## config.mk

```make
export PLATFORM = sky130hd
export DESIGN_NAME = branch_resolve_unit
export DESIGN_NICKNAME = d
export VERILOG_FILES = /design/src/rtl/branch_resolve_unit.sv
export SDC_FILE = /design/constraint.sdc
export NUM_CORES = 1
export LEC_CHECK = 0
export ABC_AREA = 1
export ABC_CLOCK_PERIOD_IN_PS = 4100
export BUFFER_PORTS_ARGS = -buffer_cell sky130_fd_sc_hd__buf_2
export CAP_MARGIN = 30
export CORE_UTILIZATION = 38
export CTS_BUF_LIST = sky130_fd_sc_hd__clkbuf_4 sky130_fd_sc_hd__clkbuf_8
export CTS_CLUSTER_SIZE = 8
export DETAILED_ROUTE_END_ITERATION = 8
export HOLD_SLACK_MARGIN = 0.08
export PLACE_DENSITY_LB_ADDON = 0.05
export RECOVER_POWER = 50
export SLEW_MARGIN = 20
export SYNTH_ARGS = -nofsm -noshare
export SYNTH_HDL_FRONTEND = slang
export SYNTH_SLANG_ARGS = --single-unit
```

## constraint.sdc

```tcl
create_clock -name BRU_CLK -period 4.1 [get_ports BRU_CLK]
set_clock_uncertainty 0.05 [all_clocks]
set_input_delay 0.41 -clock BRU_CLK [delete_from_list [all_inputs] [get_ports BRU_CLK]]
set_output_delay 0.41 -clock BRU_CLK [all_outputs]
set_load 0.02 [all_outputs]
```

## src/rtl/branch_resolve_unit.sv

```systemverilog
// Execute-stage branch resolver: queues fetch-time predictions, checks them against C/Z flags,
// trains the predictor and flushes/redirects on a mispredict. Define BRU_STATS_EN for resolve/mispredict counters.
`default_nettype none

module branch_resolve_unit #(
    parameter int DEPTH        = 4,
    parameter int FLUSH_CYCLES = 2
) (
    input  logic       BRU_CLK,
    input  logic       BRU_RST_N,
    input  logic       BRU_PUSH,
    input  logic [9:0] BRU_PUSH_ADDR,
    input  logic [9:0] BRU_PUSH_TARGET,
    input  logic       BRU_PUSH_PRED,
    output logic       BRU_FULL,
    input  logic       BRU_EX_VALID,
    input  logic [4:0] BRU_EX_OPCODE_HI_5,
    input  logic [1:0] BRU_EX_OPCODE_LO_2,
    input  logic       BRU_C_FLAG,
    input  logic       BRU_Z_FLAG,
    output logic       BRU_DECODE_COND_BRN,
    output logic       BRU_TAKE_COND_BRN,
    output logic [9:0] BRU_EVAL_BRN_ADDR,
    output logic       BRU_FLUSH,
    output logic       BRU_REDIRECT,
    output logic [9:0] BRU_REDIRECT_ADDR,
    output logic       BRU_ERR
`ifdef BRU_STATS_EN
    ,
    output logic [15:0] BRU_RESOLVED_CNT,
    output logic [15:0] BRU_MISPRED_CNT
`endif
);

    localparam int PW = (DEPTH > 1) ? $clog2(DEPTH) : 1;
    localparam int CW = PW + 1;

    localparam logic [0:0] ST_IDLE  = 1'b0;
    localparam logic [0:0] ST_FLUSH = 1'b1;

    localparam logic [6:0] OP_BREQ = 7'b0010010;
    localparam logic [6:0] OP_BRNE = 7'b0010011;
    localparam logic [6:0] OP_BRCS = 7'b0010100;
    localparam logic [6:0] OP_BRCC = 7'b0010101;

    // Prediction queue storage; only the pointers and count are reset.
    logic [9:0] addr_mem   [DEPTH];
    logic [9:0] target_mem [DEPTH];
    logic       pred_mem   [DEPTH];

    logic [PW-1:0] wr_ptr_reg, wr_ptr_next;
    logic [PW-1:0] rd_ptr_reg, rd_ptr_next;
    logic [CW-1:0] count_reg, count_next;
    logic [0:0]    state_reg, state_next;
    logic [2:0]    flush_cnt_reg, flush_cnt_next;

    logic       strobe_reg;
    logic       take_reg;
    logic [9:0] eval_addr_reg;
    logic       redirect_reg;
    logic [9:0] redirect_addr_reg;
    logic       err_reg;

    logic [6:0] opcode;
    logic       is_branch;
    logic       taken;
    logic       full;
    logic       empty;
    logic       in_idle;
    logic       ex_active;
    logic       push_active;
    logic       resolve;
    logic       mispredict;
    logic       push_accept;
    logic       err_set;
    logic [9:0] head_addr;
    logic [9:0] head_target;
    logic       head_pred;
    logic [9:0] redirect_target;

    assign opcode      = {BRU_EX_OPCODE_HI_5, BRU_EX_OPCODE_LO_2};
    assign full        = (count_reg == CW'(DEPTH));
    assign empty       = (count_reg == '0);
    assign in_idle     = (state_reg == ST_IDLE);
    assign ex_active   = in_idle & BRU_EX_VALID;
    assign push_active = in_idle & BRU_PUSH;

    assign head_addr   = addr_mem[rd_ptr_reg];
    assign head_target = target_mem[rd_ptr_reg];
    assign head_pred   = pred_mem[rd_ptr_reg];

    always_comb begin
        is_branch = 1'b1;
        taken     = 1'b0;
        case (opcode)
            OP_BREQ: taken = BRU_Z_FLAG;
            OP_BRNE: taken = ~BRU_Z_FLAG;
            OP_BRCS: taken = BRU_C_FLAG;
            OP_BRCC: taken = ~BRU_C_FLAG;
            default: is_branch = 1'b0;
        endcase
    end

    assign resolve     = ex_active & ~empty & is_branch;
    assign mispredict  = resolve & (taken != head_pred);
    // A push alongside a mispredict is a wrong-path branch; a pop frees a slot even when full.
    assign push_accept = push_active & ~mispredict & (~full | resolve);
    assign err_set     = (push_active & full & ~resolve)
                       | (ex_active & empty)
                       | (ex_active & ~is_branch);

    assign redirect_target = taken ? head_target : (head_addr + 10'd1);

    generate
        for (genvar gi = 0; gi < DEPTH; gi++) begin : g_entry
            always_ff @(posedge BRU_CLK) begin
                if (push_accept && (wr_ptr_reg == PW'(gi))) begin
                    addr_mem[gi]   <= BRU_PUSH_ADDR;
                    target_mem[gi] <= BRU_PUSH_TARGET;
                    pred_mem[gi]   <= BRU_PUSH_PRED;
                end
            end
        end
    endgenerate

    always_comb begin
        wr_ptr_next = wr_ptr_reg;
        rd_ptr_next = rd_ptr_reg;
        count_next  = count_reg;
        if (mispredict) begin
            rd_ptr_next = wr_ptr_reg;
            count_next  = '0;
        end else begin
            if (push_accept) begin
                wr_ptr_next = wr_ptr_reg + PW'(1);
            end
            if (resolve) begin
                rd_ptr_next = rd_ptr_reg + PW'(1);
            end
            case ({push_accept, resolve})
                2'b10:   count_next = count_reg + CW'(1);
                2'b01:   count_next = count_reg - CW'(1);
                default: count_next = count_reg;
            endcase
        end
    end

    always_comb begin
        state_next     = state_reg;
        flush_cnt_next = flush_cnt_reg;
        case (state_reg)
            ST_IDLE: begin
                if (mispredict) begin
                    state_next     = ST_FLUSH;
                    flush_cnt_next = 3'(FLUSH_CYCLES - 1);
                end
            end
            ST_FLUSH: begin
                if (flush_cnt_reg == 3'd0) begin
                    state_next = ST_IDLE;
                end else begin
                    flush_cnt_next = flush_cnt_reg - 3'd1;
                end
            end
            default: state_next = ST_IDLE;
        endcase
    end

    always_ff @(posedge BRU_CLK or negedge BRU_RST_N) begin
        if (!BRU_RST_N) begin
            wr_ptr_reg        <= '0;
            rd_ptr_reg        <= '0;
            count_reg         <= '0;
            state_reg         <= ST_IDLE;
            flush_cnt_reg     <= '0;
            strobe_reg        <= 1'b0;
            take_reg          <= 1'b0;
            eval_addr_reg     <= '0;
            redirect_reg      <= 1'b0;
            redirect_addr_reg <= '0;
            err_reg           <= 1'b0;
        end else begin
            wr_ptr_reg    <= wr_ptr_next;
            rd_ptr_reg    <= rd_ptr_next;
            count_reg     <= count_next;
            state_reg     <= state_next;
            flush_cnt_reg <= flush_cnt_next;
            strobe_reg    <= resolve;
            redirect_reg  <= mispredict;
            if (resolve) begin
                take_reg      <= taken;
                eval_addr_reg <= head_addr;
            end
            if (mispredict) begin
                redirect_addr_reg <= redirect_target;
            end
            if (err_set) begin
                err_reg <= 1'b1;
            end
        end
    end

`ifdef BRU_STATS_EN
    logic [15:0] resolved_cnt_reg;
    logic [15:0] mispred_cnt_reg;

    always_ff @(posedge BRU_CLK or negedge BRU_RST_N) begin
        if (!BRU_RST_N) begin
            resolved_cnt_reg <= '0;
            mispred_cnt_reg  <= '0;
        end else begin
            if (resolve && (resolved_cnt_reg != 16'hFFFF)) begin
                resolved_cnt_reg <= resolved_cnt_reg + 16'd1;
            end
            if (mispredict && (mispred_cnt_reg != 16'hFFFF)) begin
                mispred_cnt_reg <= mispred_cnt_reg + 16'd1;
            end
        end
    end

    assign BRU_RESOLVED_CNT = resolved_cnt_reg;
    assign BRU_MISPRED_CNT  = mispred_cnt_reg;
`endif

    assign BRU_FULL            = full;
    assign BRU_DECODE_COND_BRN = strobe_reg;
    assign BRU_TAKE_COND_BRN   = take_reg;
    assign BRU_EVAL_BRN_ADDR   = eval_addr_reg;
    assign BRU_FLUSH           = (state_reg == ST_FLUSH);
    assign BRU_REDIRECT        = redirect_reg;
    assign BRU_REDIRECT_ADDR   = redirect_addr_reg;
    assign BRU_ERR             = err_reg;

endmodule

`default_nettype wire
```

==> results by group <==
Status
  – Status: complete, but fails checks
  – Failing checks: max-capacitance violations, max-slew violations

Critical path
  – CP required: 4.39 ns
  – Startpoint types: flip-flop
  – Reg2reg start: BRU_FLUSH
  – Critical Path AT: 3.46 ns
  – CP max FO: 22
  – R2r setup slk: 0.93 ns
  – CP endpoint kind: flip-flop
  – CP Class: reg -> reg
  – Cells on worst reg2reg path: 13
  – Worst reg2reg path endpoint: count_reg[2]

Routing
  – Drt total wl: 12200 um
  – Top sig layer: met4
  – # DRC: 0
  – Vias: 3510
  – Via/cell ratio: 4.85
  – Routed met3 length: 444 um
  – Met1 wire length: 5600 um
  – Met2 Routed Length: 5900 um
  – Antenna-violating nets left: 0
  – Detailed Routing Iterations Pass 1: 4
  – DR iter-0 viols: 154
  – WL/cell: 16.8 um

Timing
  – Final Hold Vio Count: 0
  – Crit share post-route: 77.3%
  – Final WS setup: 0.932 ns
  – F_max: 0.316 GHz
  – Final hold slack: 0.176 ns
  – Worst Max-Slew Pin Slew: 1.73 ns
  – Fin. max-slew vios: 30
  – Setup TNS: 0 ns
  – Rel. slew slack: -15.5%
  – Setup violators final: 0
  – Tmin final: 3.17 ns
  – RSZ-0062 raised after global routing: no

Power and ir drop
  – Internal power: 2.49 mW
  – Clk pwr share: 21.3%
  – Pleak: 2.41 nW
  – Peak VDD IR: 0.000231 V
  – Logic pwr share: 36.6%
  – Total Power: 4.14 mW
  – Sw frac: 39.8%
  – PD cells: 697 nW/um2
  – Sequential power share: 42.1%
  – Switch Pwr: 1.65 mW

Place
  – Placed Area: 5660 um2
  – Dpl ws: 1.20 ns
  – GP Congestion: 0.726
  – IO Port Bufs: 59
  – Post-DP HPWL: 7960 um

Synthesis
  – Yosys cell types: 41
  – Async SR Flop Fraction: 29.4%
  – Yosys top cell area share: 48.6%
  – Mapped Cells: 463
  – Top cells by area, synth: edfxtp_1 49%, dfrtp_1 17%, nand2_1 8.2%
  – Synth Register Bits: 119
  – Post-Syn Area: 5190 um2
  – EDFF count, synth: 84
  – Largest area contributor in the netlist: edfxtp_1
  – Synth warnings: 0
  – Avg Inst Size Synth: 11.2 um2
  – Top FF cell, synth: edfxtp_1
  – Sequential area share after synthesis: 65.5%
  – Synthesized net count: 505

Min path
  – Worst hold start: BRU_PUSH_ADDR[2]
  – Worst Hold Class: in -> reg
  – Hold Path Sink: addr_mem[3][2]
  – Hold depth: 1

Floorplanning
  – Die area: 14100 um2
  – Die width: 119 um
  – DIE HEIGHT: 119 um
  – Starting Density: 39.0%
  – I/O pin count: 60
  – Core Area: 13300 um2
  – FP Rows: 42

Cells and area
  – Final nets: 577
  – Layout area overhead: 14.5%
  – Area of the multi-input gates: 1510 um2
  – Share of cells above drive strength 1: 17.5%
  – Regs by FF count: addr_mem: 40 flops, target_mem: 40 flops
  – Fill cells: 1298
  – Reg area: 3400 um2
  – Finished Cell Area: 5940 um2
  – Diode count: 0

CTS
  – Worst-path clk slew: 0.08 ns
  – CTS buffer count: 17
  – Bufs on Longest Clock Path: 2
  – Worst-skew pair later-pin latency: 0.44 ns
  – Clock Root Buffer: clkbuf_8
  – TritonCTS clock tree: built
  – PostCTS Resize Cnt: 0
  – Clk sink count: 119
  – H-Tree Depth: 4

Global route
  – Pin count of the biggest net entering global routing: 36
  – Initial antenna violation count: 0
  – Vias in the first global route: 3525
  – First-pass GRT wire length: 19300 um
  – Gr ovfl total: 0
  – GRT Util Overall: 18.8%

Run
  – Max-cap violations: 1
cell usage in the layout, fill, tap and decap left out, types with 18 or more instances in the layout:
cell type	synthesis	layout
nand2_1	113	113
clkbuf_8	0	18
buf_2	5	25
nor2_1	31	28
o21ai_0	37	37
inv_1	33	33
dfrtp_1	35	35
clkbuf_1	1	35
nand3_1	29	29
edfxtp_1	84	84
routing by layer:
| layer | up-vias | global-route usage [%] |
|---|---|---|
| met2 | 86 | 30.6 |
| met4 | 0 | 7.83 |
| met1 | 1681 | 23.7 |
| met3 | 13 | 5.27 |
| li1 | 1730 | - |
| met5 | - | 0 |
synth_stat cells, types with 6 or more instances:
cell type and count:
nand2_1 113, edfxtp_1 84, o21ai_0 37, dfrtp_1 35, inv_1 33, nor2_1 31, nand3_1 29, o22ai_1 14
nand2_2 9, ha_1 7, buf_6 6, inv_2 6
worst max-delay path, stage by stage, from the launching register on:
cell	delay [ns]
dfrtp_1	0.40
inv_1	0.09
nand2_1	0.07
inv_1	0.05
nand2_1	0.05
nor2_1	0.73
nand3_4	0.38
nand2_1	0.21
nand2_2	0.11
fa_1	0.42
xor2_1	0.16
nand3b_1	0.16
nand2_1	0.12
o21ai_2	0.06
final cells by class:
| cell class | count | share of cell area [%] |
|---|---|---|
| Clock inverter | 12 | 1.03 |
| Tap cell | 176 | 3.71 |
| Multi-Input combinational cell | 289 | 25.5 |
| Clock buffer | 20 | 4.42 |
| Inverter | 40 | 2.57 |
| Sequential cell | 119 | 57.2 |
| Timing Repair Buffer | 68 | 5.58 |
how the worst max path moves through the flow:
stage                                  end  depth (start not counted)             startpoint
final                         count_reg[2]                         13              BRU_FLUSH
after global routing          count_reg[2]                         13              BRU_FLUSH
after CTS                     count_reg[2]                         13          rd_ptr_reg[0]
after detailed placement  target_mem[0][4]                         13  BRU_EX_OPCODE_HI_5[3]
after global placement    target_mem[3][8]                         13  BRU_EX_OPCODE_HI_5[3]
after floorplan             addr_mem[0][0]                         12  BRU_EX_OPCODE_HI_5[3]
power groups by stage:
stage                     logic (mW)  clock network, mW  registers (mW)
after floorplan                 1.00                  0            1.82
after global placement          1.54                  0            1.76
after detailed placement        1.56                  0            1.77
after CTS                       1.56              0.911            1.74
after global routing            1.71              0.961            1.77
final                           1.51              0.883            1.74
per-stage QoR:
stage | utilization, % | std cells
after global placement | 42.6 | 690
after global routing | 44.7 | 724
after CTS | 45.1 | 723
after floorplan | - | 463
final | 44.7 | 724
after detailed placement | 42.6 | 690
kinds of logic (layout without fill, tap and decap cells):
logic type	Yosys count	count (layout)	synth area share [%]
and+or+nand+nor	203	203	17.6
DFF	119	119	65.5
AOI/OAI and AO/OA	73	73	8.75
buffers and inverters	55	140	5.23
adders and majority gates	8	8	2.07
xor gates and xnor gates	5	5	0.844
what timing repair did:
action / CTS / global route
hold buffers: 1 / 0
endpoints found under the hold margin: 35 / 0
buffers inserted: 0 / 0
Note: power is estimated with default switching activity, not from simulation.
